File: src/rtl/pipe_pkg.sv
// Shared definitions for the 8-bit Harvard pipeline control blocks.
package pipe_pkg;

    localparam int REG_W = 2;

    localparam logic [7:0] INT_VECTOR_ADDR = 8'h04;

    typedef enum logic [1:0] {
        RUN       = 2'd0,
        INT_DRAIN = 2'd1,
        INT_PUSH  = 2'd2,
        INT_VEC   = 2'd3
    } hz_state_t;

endpackage

File: src/rtl/load_use_detect.sv
// Flags a load in ID/EX whose destination is read by the instruction in IF/ID.
module load_use_detect
    import pipe_pkg::*;
(
    input  logic             idex_mem_read,
    input  logic [REG_W-1:0] idex_rd,
    input  logic [REG_W-1:0] ifid_rs_a,
    input  logic [REG_W-1:0] ifid_rs_b,
    input  logic             ifid_uses_a,
    input  logic             ifid_uses_b,
    output logic             load_use
);

    assign load_use = idex_mem_read &
                      ((ifid_uses_a & (ifid_rs_a == idex_rd)) |
                       (ifid_uses_b & (ifid_rs_b == idex_rd)));

endmodule

File: src/rtl/pipe_hazard_ctrl.sv
// Stall/flush sequencer: load-use stalls, branch flushes and interrupt entry
// (drain, PC push, vector load).
module pipe_hazard_ctrl
    import pipe_pkg::*;
#(
    parameter int DRAIN_CYCLES = 3
) (
    input  logic             clk,
    input  logic             reset,
    input  logic             idex_mem_read,
    input  logic [REG_W-1:0] idex_rd,
    input  logic [REG_W-1:0] ifid_rs_a,
    input  logic [REG_W-1:0] ifid_rs_b,
    input  logic             ifid_uses_a,
    input  logic             ifid_uses_b,
    input  logic             ex_branch_taken,
    input  logic             irq,
    input  logic             int_enable,
    output logic             pc_stall,
    output logic             ifid_stall,
    output logic             ifid_flush,
    output logic             idex_flush,
    output logic             exmem_flush,
    output logic             memwb_flush,
    output logic             push_pc,
    output logic             load_vector,
    output logic             int_active
);

    localparam logic [2:0] DRAIN_LOAD = 3'(DRAIN_CYCLES - 1);

    hz_state_t  state, state_next;
    logic [2:0] drain_cnt, drain_cnt_next;
    logic       irq_pending, irq_pending_next;
    logic       load_use;

    load_use_detect u_load_use_detect (
        .idex_mem_read (idex_mem_read),
        .idex_rd       (idex_rd),
        .ifid_rs_a     (ifid_rs_a),
        .ifid_rs_b     (ifid_rs_b),
        .ifid_uses_a   (ifid_uses_a),
        .ifid_uses_b   (ifid_uses_b),
        .load_use      (load_use)
    );

    always_ff @(posedge clk) begin
        if (reset) begin
            state       <= RUN;
            drain_cnt   <= 3'd0;
            irq_pending <= 1'b0;
        end else begin
            state       <= state_next;
            drain_cnt   <= drain_cnt_next;
            irq_pending <= irq_pending_next;
        end
    end

    always_comb begin
        state_next     = state;
        drain_cnt_next = drain_cnt;
        case (state)
            RUN: begin
                if (irq_pending && int_enable && !ex_branch_taken && !load_use) begin
                    state_next     = INT_DRAIN;
                    drain_cnt_next = DRAIN_LOAD;
                end
            end
            INT_DRAIN: begin
                if (drain_cnt == 3'd0) state_next = INT_PUSH;
                else                   drain_cnt_next = drain_cnt - 3'd1;
            end
            INT_PUSH: state_next = INT_VEC;
            INT_VEC:  state_next = RUN;
            default:  state_next = RUN;
        endcase
        // Entering INT_PUSH consumes the request; this clear beats a new irq.
        irq_pending_next = (irq_pending | irq) &
                           !((state == INT_DRAIN) && (state_next == INT_PUSH));
    end

    always_comb begin
        pc_stall    = 1'b0;
        ifid_stall  = 1'b0;
        ifid_flush  = 1'b0;
        idex_flush  = 1'b0;
        exmem_flush = 1'b0;
        memwb_flush = 1'b0;
        push_pc     = 1'b0;
        load_vector = 1'b0;
        int_active  = 1'b0;
        if (!reset) begin
            case (state)
                RUN: begin
                    // A taken branch squashes the wrong-path load-use consumer.
                    if (ex_branch_taken) begin
                        ifid_flush = 1'b1;
                        idex_flush = 1'b1;
                    end else if (load_use) begin
                        pc_stall   = 1'b1;
                        ifid_stall = 1'b1;
                        idex_flush = 1'b1;
                    end
                end
                INT_DRAIN: begin
                    pc_stall   = 1'b1;
                    ifid_flush = 1'b1;
                    int_active = 1'b1;
                    idex_flush = ex_branch_taken;
                end
                INT_PUSH: begin
                    push_pc    = 1'b1;
                    pc_stall   = 1'b1;
                    ifid_flush = 1'b1;
                    int_active = 1'b1;
                end
                INT_VEC: begin
                    load_vector = 1'b1;
                    ifid_flush  = 1'b1;
                    int_active  = 1'b1;
                end
                default: ;
            endcase
        end
    end

endmodule

File: config.mk
export PLATFORM = sky130hd
export DESIGN_NAME = pipe_hazard_ctrl
export DESIGN_NICKNAME = d
export VERILOG_FILES = /design/src/rtl/pipe_pkg.sv /design/src/rtl/load_use_detect.sv /design/src/rtl/pipe_hazard_ctrl.sv
export SDC_FILE = /design/constraint.sdc
export NUM_CORES = 1
export LEC_CHECK = 0
export ABC_AREA = 1
export BUFFER_PORTS_ARGS = -buffer_cell sky130_fd_sc_hd__buf_4
export CORE_AREA = 2 2 39 41
export CTS_BUF_LIST = sky130_fd_sc_hd__clkbuf_16
export DETAILED_ROUTE_END_ITERATION = 12
export DIE_AREA = 0 0 41 43
export PLACE_DENSITY = 0.84
export SETUP_SLACK_MARGIN = 0.3
export SLEW_MARGIN = 20
export SYNTH_ARGS = -nofsm -noshare
export SYNTH_HDL_FRONTEND = slang
export SYNTH_HIERARCHICAL = 1
export SYNTH_SLANG_ARGS = --single-unit
File: constraint.sdc
create_clock -name clk -period 3.5 [get_ports clk]
set_input_delay 0.175 -clock clk [delete_from_list [all_inputs] [get_ports clk]]
set_output_delay 0.175 -clock clk [all_outputs]
set_load 0.03 [all_outputs]
# == Word-level counts from Yosys, hierarchy flattened ==
# Cells that the tools add are included.
# totals
ff_bits,6
latch_bits,0
ramBits,0
rom_bits,0
in_bits,14
out_inout_bits,9
word_cells,55
memories,0
# classes
addsub,1
mul,0
n_div,0
order_cmp,0
eq_ne,8
shift,0
muxes,24
n_bitwise,6
reduce_logical,13
# op_table
cell,count
two-way mux 1 bit,15
case mux 2 bit (4 select lines),1
"equality test 2 bit, second input constant",3
two-way mux 3 bit,2
case mux 1 bit (2 select lines),3
case mux 3 bit (2 select lines),1
bitwise AND 1 bit,4
equality test 2 bit,2
logical AND 1 bit,4
two-way mux 2 bit,2
"inequality test 2 bit, second input constant",2
zero test 1 bit,3
zero test 3 bit,1
AND reduction 3 bit,1
OR reduction 3 bit,1
"subtractor 3 x 1 -> 3 bit, second input constant",1
"equality test 2 x 1 -> 1 bit, second input constant",1
zero test 2 bit,1
bitwise OR 1 bit,2
nonzero test 2 bit,1
OR reduction 2 bit,1

# == Longest topological paths before layout ==
# Gate-level depths: netlist (run 1).
# depth
word_depth,12
mapped_depth,12
ltp_nobuf,12

# == Hierarchy ==
# Netlist (run 1), hierarchy kept.
# by_module_without_submodules
module,instances,cells_each,area_each_um2,seq_area_each_um2
pipe_hazard_ctrl,1,80,533.0,120.1
load_use_detect,1,20,88.8,0.0

# == Least setup slack after synthesis (run 1) ==
# No wires, ideal clock.
# synth_path
path_type,register to output
startpoint,reg state[0]
endpoint,out idex_flush
arrival_time_ps,1521
required_time_ps,3325
slack_ps,1804
path_stages_with_launch,6
path_buffers,1
path_cell_list,dfxtp_1 -> inv_1 -> ha_1 -> buf_6 -> nand2_1 -> a211oi_1
# synth_between
elab_chain_len,3
word_cells_on_any_way,4
cone_classes,1 x eq/ne; 2 x mux; 1 x reduce/logical
# synth_lines
item,line_no,text
from (decl),pipe_hazard_ctrl.sv:32,"hz_state_t state, state_next;"
from (signal assigned),pipe_hazard_ctrl.sv:53,state <= state_next;
equality test 2 x 1 -> 1 bit / zero test 2 bit (equally long branches),pipe_hazard_ctrl.sv:93,case (state)
case mux 1 bit (2 select lines) *,pipe_hazard_ctrl.sv:93,
two-way mux 1 bit *,pipe_hazard_ctrl.sv:92,if (!reset) begin
to (decl),pipe_hazard_ctrl.sv:22,"output logic idex_flush,"
# Every way passes the cells marked *; elsewhere a longest branch is shown, timed or not.

# == Worst setup path in the final report (run 1) ==
# layout_path
startpoint,reg state[1]
endpoint,out idex_flush
# The elaborated chain is that of the path after synthesis.

==> results of run 1 <==
-- report_power, final --
part / leakage [uW] / internal (uW) / switching (uW)
combinational: 0.000361 / 80.1 / 133
clock: 0.0000370 / 146 / 36.3
sequential: 0.0000492 / 81.8 / 11.0
total: 0.000447 / 308 / 181
-- critical path: stages (launching register included) --
cell	delay [ns]
dfxtp_1	0.33
inv_1	0.13
ha_1	0.36
nand2_1	0.14
a211oi_1	0.27
buf_4	0.22
-- cell families (layout without fill, tap and decap cells) --
group | Yosys count | count (layout)
AOI/OAI and AO/OA | 9 | 9
and+or+nand+nor | 52 | 52
xor gates and xnor gates | 1 | 1
DFF | 6 | 6
buffers and inverters | 24 | 43
adders and majority gates | 7 | 7
other | 1 | 2
-- metal layers --
metal / vias to the layer above / track usage (%) / share of wire (%)
met2: 13 / 29.4 / 50
li1: 341 / - / -
met5: - / 0 / 0
met4: 0 / 6.00 / 0.51
met3: 2 / 1.57 / 3.4
met1: 284 / 26.9 / 46
-- metrics by stage --
| step | total power [uW] | instances | setup WS (ns) |
|---|---|---|---|
| finish | 489 | 136 | 1.65 |
| global route | 524 | 136 | 1.54 |
| detailed placement | 300 | 133 | 1.88 |
| CTS | 491 | 136 | 1.65 |
| floorplan | 259 | 101 | 1.80 |
| global placement | 295 | 133 | 1.94 |
-- flip-flops by register name (all words and copies together) (netlist names) --
register,cells
state,2
irq_pending,1
drain_cnt,3
-- worst max path at each step --
stage	cells after the start	end
after floorplan	5	idex_flush
after global placement	5	idex_flush
after detailed placement	5	idex_flush
after CTS	5	idex_flush
after global routing	5	idex_flush
final	5	idex_flush
-- cell type report --
type / count / share of cell area (%)
Clock buffer: 3 / 8.93
Inverter: 20 / 9.23
Multi-Input combinational cell: 71 / 47.3
Sequential cell: 6 / 14.3
Tap cell: 16 / 2.38
Timing Repair Buffer: 20 / 17.9
-- cell usage in the layout, fill, tap and decap left out --
cell and instances:
conb_1 2, or2_0 1, inv_4 1, a31oi_1 1, nor2_2 2, buf_4 20
nand2_1 23, nand3_1 9, nor2_1 11, a21boi_1 1, nand2_4 1, ha_1 7
dfxtp_1 6, nor3_1 2, xnor2_1 1, clkbuf_16 3, o21ai_0 1, nand2_2 3
a21oi_1 1, a21oi_2 3, o21ai_1 1, a211oi_1 1, inv_2 2, inv_1 17
==> results.toml, run 1 <==
[grt]
grt_max_degree = 13
grt_pass1_wl_um = 2360
grt_pass1_vias = 576
antenna_found_initial = 0
overflow = 0
grtUsageTotal_pct = 19.0

[yosys]
synthesis.area_um2 = 622
synth_async_sr_flop_share_pct = 0
synth_top_family_by_area = "simple AND/OR/NAND/NOR gates"
synth.distinct_cells = 25
synth-seq-cells = 6
ys_seq_area_share_pct = 19.3
synth-simple-area-share_pct = 37.2
synth.top_cell.area_share_pct = 19.3
synth_area_per_cell_um2 = 6.22
synthTopCellsByArea = "dfxtp_1 (19%), ha_1 (14%), nand2_1 (14%), inv_1 (10%), nand3_1 (7.2%)"
synth_compound_area_share_pct = 10.1
synthTopCellsByCount = "nand2_1 (23), inv_1 (17), nor2_1 (11)"
yosysWarnings = 6
yosysTopAreaCell = "dfxtp_1"
synth_ff_type = "dfxtp_1"
syn_inst = 100
synth_adder_area_share_pct = 14.1
muxShareOfSynthArea_pct = 0
yosys.cell_count.top_type = "nand2_1"
synth_edf_count = 0
synth_xor_area_share_pct = 1.41

[clock_network]
clk_pin_slew_ns = 0.03
cts_hold_buf = 0
tritoncts = "built"
clock_path_buffers = 2
clk-insertion-delay-late_ns = 0.23
cts_resized = 0
cts_sinks = 6
cts_buffers = 3
cts_root_buffer = "clkbuf_16"
cts_setup_buffers = 0
cts.htree.levels = 1

[layout]
n_antenna_cell = 0
area_growth_pct = 35.2
multi_input_area_um2 = 398
final_cell_area_um2 = 841
utilization_pct = 60.8
fillers = 125
drive_above_1_share_pct = 29.2
seqCellArea_um2 = 120
layout.nets = 143

[timing]
fin_hold_ws_ns = 0.207
max_clock_freq_mhz = 539
grt_setup_unrepaired = "false"
finalSetupTns_ns = 0
fin_crit_sh_pct = 53.0
hold_violations = 0
slew_viol_final = 0
clock_skew_ns = 0.00109
min_period_ns = 1.85
setup_viol = 0

[routing]
via_count = 640
wl_um = 1380
drc = 0
wl_per_cell_um = 10.2
drt_first_pass_iters = 4
via_per_inst = 4.71
ant_nets = 0
drt_iter0_markers = 10

[run]
maxCapViolCount = 0

[worst_setup_path]
worstReg2RegEnd = "drain_cnt[0]"
worst-path-max-fanout = 9
rrSetupSlack_ns = 1.96
critical_path_class = "flop to primary output"
r2r-start = "state[0]"
r2r_cells = 10
critPathLaunchType = "flop"
endpoint_kind = "primary output"
startpoint = "state[1]"
required_ns = 3.32
crit_arrival_ns = 1.68

[die]
die_h_um = 43
initial_core_util_pct = 44.9
fp.dieW_um = 41
die_area_mm2 = 0.00176
rows = 14
io-pin-count = 23
core_mm2 = 0.00138

[pwr]
ir_worst_vdd_v = 0.000346
power_per_cell_area_mw_per_mm2 = 582
p_leak_uw = 0.000447

[hold_path]
hp-start = "reset"
holdPathEnd = "drain_cnt[1]"
hp-class = "input pin to flop"
worstHoldPathCells = 2

[placement]
dpl-instance-area_um2 = 766
dp_hpwl_um = 1060
io_buffers = 20
gp_congestion = 0.793

[status]
status = "complete, no violations"
Power figures use the tool's default switching activity.
==> run 2, diff against run 1 <==
--- a/config.mk
+++ b/config.mk
@@ -5,13 +5,12 @@
 export SDC_FILE = /design/constraint.sdc
 export NUM_CORES = 1
 export LEC_CHECK = 0
-export ABC_AREA = 1
+export ABC_AREA = 0
 export BUFFER_PORTS_ARGS = -buffer_cell sky130_fd_sc_hd__buf_4
-export CORE_AREA = 2 2 39 41
+export CORE_UTILIZATION = 41
 export CTS_BUF_LIST = sky130_fd_sc_hd__clkbuf_16
 export DETAILED_ROUTE_END_ITERATION = 12
-export DIE_AREA = 0 0 41 43
-export PLACE_DENSITY = 0.84
+export PLACE_DENSITY = 0.8
 export SETUP_SLACK_MARGIN = 0.3
 export SLEW_MARGIN = 20
 export SYNTH_ARGS = -nofsm -noshare
==> constraint.sdc (replaced) <==
create_clock -name clk -period 1.6 [get_ports clk]
set_input_delay 0.08 -clock clk [delete_from_list [all_inputs] [get_ports clk]]
set_output_delay 0.08 -clock clk [all_outputs]
set_load 0.03 [all_outputs]
==> run 2 against run 1 <==
  * Final cell count decreased by 17%
  * Core utilization increased by 13 points
  * Register-to-register slack got worse by 1.7 ns
  * Critical path depth increased by 1
  * Die area decreased by 11%
  * Non-clock buffer count increased by 8
  * Global-route usage increased by 2.1 points
  * Largest cell class unchanged
==> results.toml, run 2 <==
[status]
status = "complete, no violations"

[yosys]
synth.top_cell.area_share_pct = 20.7
ys_seq_area_share_pct = 20.7
yosysTopAreaCell = "dfxtp_1"
synth_async_sr_flop_share_pct = 0
synth_edf_count = 0
synthTopCellsByCount = "ha_1 (7), dfxtp_1 (6), nor2_1 (6), nor2b_1 (6), a21oi_1 (5)"
synth-seq-cells = 6
synth_ff_type = "dfxtp_1"
syn_inst = 70
synthTopCellsByArea = "dfxtp_1 (21%), ha_1 (15%), nor2b_1 (6.5%), a311oi_2 (5.2%), a21oi_1 (4.3%)"
synth.distinct_cells = 31
synth_area_per_cell_um2 = 8.29
yosysWarnings = 6
synthesis.area_um2 = 581
yosys.cell_count.top_type = "ha_1"

[routing]
via_per_inst = 5.35
via_count = 604
drt_iter0_markers = 9
wl_um = 1540
drt_first_pass_iters = 4
drc = 0
wl_per_cell_um = 13.6
ant_nets = 0

[clock_network]
cts_root_buffer = "clkbuf_16"
cts_hold_buf = 0
clock_path_buffers = 2
cts_sinks = 6
clk-insertion-delay-late_ns = 0.23
cts_buffers = 3
cts.htree.levels = 1
clk_pin_slew_ns = 0.03
tritoncts = "built"

[die]
die_area_mm2 = 0.00157
fp.dieW_um = 39.6
initial_core_util_pct = 44.6
die_h_um = 39.6
io-pin-count = 23
core_mm2 = 0.00130
rows = 13

[pwr]
seq_power_share_pct = 14.8
p_sw_uw = 529
p_int_uw = 923
pwr-share-comb_pct = 56.7
power_uw = 1450
ir_worst_vdd_v = 0.000828
p_leak_uw = 0.000429
p_clk_share_pct = 28.5
power_per_cell_area_mw_per_mm2 = 1510
power_switching_share_pct = 36.5

[grt]
grt_pass1_vias = 526
overflow = 0
grt_max_degree = 14
grtUsageTotal_pct = 21.2
antenna_found_initial = 0
grt_pass1_wl_um = 2170

[hold_path]
hp-class = "input pin to flop"
hp-start = "reset"

[placement]
dpl-instance-area_um2 = 754
io_buffers = 20
dp_hpwl_um = 964
post-place-ws_ns = 0.0761
gp_congestion = 0.696

[worst_setup_path]
required_ns = 1.52
critPathLaunchType = "flop"
startpoint = "state[0]"
worstReg2RegEnd = "irq_pending"
cpPeakStageDelay_ns = 0.37
path_cells = "clkinv_4, ha_4, nor2b_4, a21oi_2, nor3_2, buf_4"
r2r-start = "state[0]"
crit_slowest_cell = "dfxtp_4"
r2r_cells = 7
endpoint_kind = "primary output"
crit_arrival_ns = 1.32
critical_path_class = "flop to primary output"
setup.worst_path.end = "pc_stall"
worst-path-max-fanout = 6
rrSetupSlack_ns = 0.24

[timing]
hold_violations = 0
fin_hold_ws_ns = 0.143
slew_viol_final = 0
setup_viol = 0
finalSetupTns_ns = 0
min_period_ns = 1.40
fin_crit_sh_pct = 87.4
clock_skew_ns = 0.000920
finalWorstSetupSlack_ns = 0.202
grt_setup_unrepaired = "true"
max_clock_freq_mhz = 715

[layout]
drive_above_1_share_pct = 54.1
mostFrequentLayoutCells = "buf_4 (26), nor2_1 (5), nor2b_1 (5), inv_1 (4), dfxtp_1 (4)"
top_register = "drain_cnt"
layout.nets = 120
final_cell_area_um2 = 963
area_growth_pct = 65.9
top_regs = "drain_cnt (3), state (2), irq_pending (1)"
n_antenna_cell = 0
seqCellArea_um2 = 128
largest_reg_flops = 3
final_common_cell = "buf_4"
multi_input_area_um2 = 485
fillers = 95

[run]
maxCapViolCount = 0
[run 2: cell types whose count changed after synthesis, moves of 3 or more]
| cell | before | now |
|---|---|---|
| o21a_1 | 0 | 3 |
| nand2_1 | 23 | 3 |
| inv_1 | 17 | 3 |
| nand3_1 | 9 | 0 |
| a21oi_2 | 3 | 0 |
| nor2_1 | 11 | 6 |
| nor2b_1 | 0 | 6 |
| a21oi_1 | 1 | 5 |
| nand2_2 | 3 | 0 |
[run 2: power groups by stage]
stage,sequential [uW],combinational (uW),clock (uW)
after global routing,217,873,429
after floorplan,209,485,0
after detailed placement,215,599,0
final,216,823,413
after global placement,213,596,0
after CTS,215,782,418
[run 2: layout make-up]
type / instances / area share, %
tap: 15 / 1.95
timing repair buffer: 28 / 23.5
multi-input combinational: 55 / 50.4
sequential: 6 / 13.2
clock inverter: 1 / 0.390
clock buffer: 3 / 7.79
inverter: 5 / 2.73
[run 2: cells by family (layout without fill, tap and decap cells)]
family | after synthesis | in the layout | share of synthesized area, %
other | 1 | 2 | 0.646
muxes | 1 | 1 | 1.72
AOI/OAI and AO/OA | 18 | 18 | 23.3
buffers and inverters | 10 | 37 | 9.70
and+or+nand+nor | 25 | 25 | 25.9
adders and majority gates | 7 | 7 | 15.1
DFF | 6 | 6 | 20.7
xor gates and xnor gates | 2 | 2 | 3.02
[run 2: how the worst min path moves through the flow]
| stage | slack [ns] | to | cells after the start |
|---|---|---|---|
| 2_1_floorplan | 0.14 | state[1] | 1 |
| 3_3_place_gp | 0.38 | state[0] | 2 |
| 3_5_place_dp | 0.38 | drain_cnt[2] | 2 |
| 4_1_cts | 0.14 | irq_pending | 2 |
| 5_1_grt | 0.15 | state[1] | 2 |
| 6_report | 0.14 | state[1] | 2 |
[run 2: stage by stage]
step / cells / util (%)
finish: 113 / 74.0
global route: 113 / 74.0
detailed placement: 101 / 58.0
floorplan: 71 / -
global placement: 101 / 58.0
CTS: 112 / 72.0
[run 2: metal layers]
metal	share of wire (%)	up-vias	wire length, um	track usage, %
li1	-	298	-	-
met1	42	288	645	25.4
met2	51	18	784	35.7
met3	7.0	0	107	10.2
met4	0	0	0	0
met5	0	-	0	0
[run 2: critical path: cells and delay by family (launching register included)]
| kind | cells | cell delay [ns] |
|---|---|---|
| AOI/OAI and AO/OA | 1 | 0.12 |
| and+or+nand+nor | 2 | 0.17 |
| DFF | 1 | 0.37 |
| buffers and inverters | 2 | 0.23 |
| adders and majority gates | 1 | 0.18 |
[run 2: timing repair]
item                       4_1_cts  5_1_grt
pin swaps                        5        4
resized for setup               10        4
setup endpoints to repair       10       13
buffers inserted                 7        1
==> run 3, diff against run 2 <==
--- a/config.mk
+++ b/config.mk
@@ -7,10 +7,11 @@
 export LEC_CHECK = 0
 export ABC_AREA = 0
 export BUFFER_PORTS_ARGS = -buffer_cell sky130_fd_sc_hd__buf_4
-export CORE_UTILIZATION = 41
+export CORE_AREA = 2 2 39 41
 export CTS_BUF_LIST = sky130_fd_sc_hd__clkbuf_16
 export DETAILED_ROUTE_END_ITERATION = 12
-export PLACE_DENSITY = 0.8
+export DIE_AREA = 0 0 41 43
+export PLACE_DENSITY = 0.81
 export SETUP_SLACK_MARGIN = 0.3
 export SLEW_MARGIN = 20
 export SYNTH_ARGS = -nofsm -noshare
==> constraint.sdc (replaced) <==
create_clock -name clk -period 1.75 [get_ports clk]
set_input_delay 0.0875 -clock clk [delete_from_list [all_inputs] [get_ports clk]]
set_output_delay 0.0875 -clock clk [all_outputs]
set_load 0.03 [all_outputs]
==> run 3 against run 2 <==
  * Critical endpoint is now irq_pending
  * Register-to-register slack gained 0.08 ns
  * Core utilization shrank 6.7 points
  * Sequential cell count is the same
  * Highest routed layer unchanged
  * Critical path type is now flop to flop
  * Worst hold slack gained 0.0069 ns
==> results.toml, run 3 (same netlist as run 2, synthesis figures left out) <==
[die]
die_area_mm2 = 0.00176
initial_core_util_pct = 42.0
io-pin-count = 23
die_h_um = 43
core_mm2 = 0.00138
rows = 14
fp.dieW_um = 41

[worst_setup_path]
crit_arrival_ns = 1.58
endpoint_kind = "flop"
r2r_cells = 7
rrSetupSlack_ns = 0.32
critical_path_class = "flop to flop"
worst-path-max-fanout = 5
startpoint = "state[1]"
worstReg2RegEnd = "irq_pending"
r2r-start = "state[1]"
required_ns = 1.89
critPathLaunchType = "flop"

[grt]
grt_pass1_wl_um = 2130
antenna_found_initial = 0
grt_pass1_vias = 532
grtUsageTotal_pct = 17.4
overflow = 0
grt_max_degree = 14

[routing]
via_count = 587
drt_first_pass_iters = 4
drc = 0
wl_um = 1450
wl_per_cell_um = 12.8
via_per_inst = 5.19
drt_iter0_markers = 10
ant_nets = 0

[pwr]
seq_power_share_pct = 15.4
power_switching_share_pct = 36.6
p_clk_share_pct = 28.1
p_int_uw = 839
p_leak_uw = 0.000420
power_per_cell_area_mw_per_mm2 = 1420
pwr-share-comb_pct = 56.5
p_sw_uw = 484
ir_worst_vdd_v = 0.00116
power_uw = 1320

[hold_path]
hp-class = "input pin to flop"
holdPathEnd = "irq_pending"
hp-start = "reset"
worstHoldPathCells = 2

[timing]
setup_viol = 0
finalSetupTns_ns = 0
min_period_ns = 1.43
fin_crit_sh_pct = 81.9
slew_viol_final = 0
clock_skew_ns = 0.00287
grt_setup_unrepaired = "true"
max_clock_freq_mhz = 697
hold_violations = 0

[layout]
utilization_pct = 67.4
mostFrequentLayoutCells = "buf_4 (26), nor2_1 (5), nor2b_1 (5), ha_1 (5)"
n_antenna_cell = 0
largest_reg_flops = 3
drive_above_1_share_pct = 50.5
final_common_cell = "buf_4"
top_register = "drain_cnt"
layout.nets = 120
seqCellArea_um2 = 129
multi_input_area_um2 = 464
fillers = 115
top_regs = "drain_cnt (3), state (2), irq_pending (1)"
area_growth_pct = 60.6

[placement]
io_buffers = 20
gp_congestion = 0.773
dp_hpwl_um = 977

[clock_network]
tritoncts = "built"
cts_sinks = 6
clk_pin_slew_ns = 0.04
cts.htree.levels = 1
clk-insertion-delay-late_ns = 0.23
cts_buffers = 3
clock_path_buffers = 2
cts_root_buffer = "clkbuf_16"

[status]
status = "complete, no violations"

[run]
maxCapViolCount = 0
-- run 3: routing by layer --
metal	track usage (%)	vias up	part of all wire, %
met3	7.85	0	6.4
met2	28.1	20	49
met5	0	-	0
met1	21.1	271	44
met4	2.00	0	0
li1	-	296	-
-- run 3: worst max path at each step --
stage	to	slack (ns)	cells past startpoint
5_1_grt	irq_pending	0.25	6
6_report	irq_pending	0.32	7
3_3_place_gp	irq_pending	0.19	6
4_1_cts	pc_stall	0.22	6
3_5_place_dp	irq_pending	0.17	6
2_1_floorplan	pc_stall	0.30	6
-- run 3: timing repair --
action                     in CTS  in global routing
gates cloned                    0                  0
pin swaps                       0                  4
hold endpoints to repair        0                  0
hold buffers                    0                  0
setup endpoints to repair      10                  4
buffers inserted                0                  8
gates resized for setup        10                 13
-- run 3: critical path, cell delays in order, from the launching register on --
cell,delay (ns)
dfxtp_4,0.37
inv_6,0.05
ha_4,0.17
buf_6,0.13
nor2_4,0.14
a21oi_2,0.04
o21a_1,0.21
a311oi_2,0.24
-- run 3: power by group through the flow --
stage | clock network [uW] | logic [uW] | registers (uW)
2_1_floorplan | 0 | 409 | 185
5_1_grt | 382 | 797 | 208
6_report | 372 | 747 | 204
3_3_place_gp | 0 | 501 | 190
3_5_place_dp | 0 | 511 | 189
4_1_cts | 373 | 576 | 191
-- run 3: final cells by class --
class	instances	share of cell area, %
multi-input combinational	55	49.8
timing repair buffer	28	23.4
sequential	6	13.8
clock buffer	3	8.05
inverter	5	2.82
tap	16	2.15
-- run 3: through the flow --
step           setup WS, ns  cells  hold slack (ns)  instance area (um^2)
3_5_place_dp          0.174    102            0.383                   729
2_1_floorplan         0.302     71            0.159                   597
6_report              0.316    113            0.150                   932
5_1_grt               0.254    113            0.173                   932
3_3_place_gp          0.195    102            0.380                   729
4_1_cts               0.223    105            0.149                   846
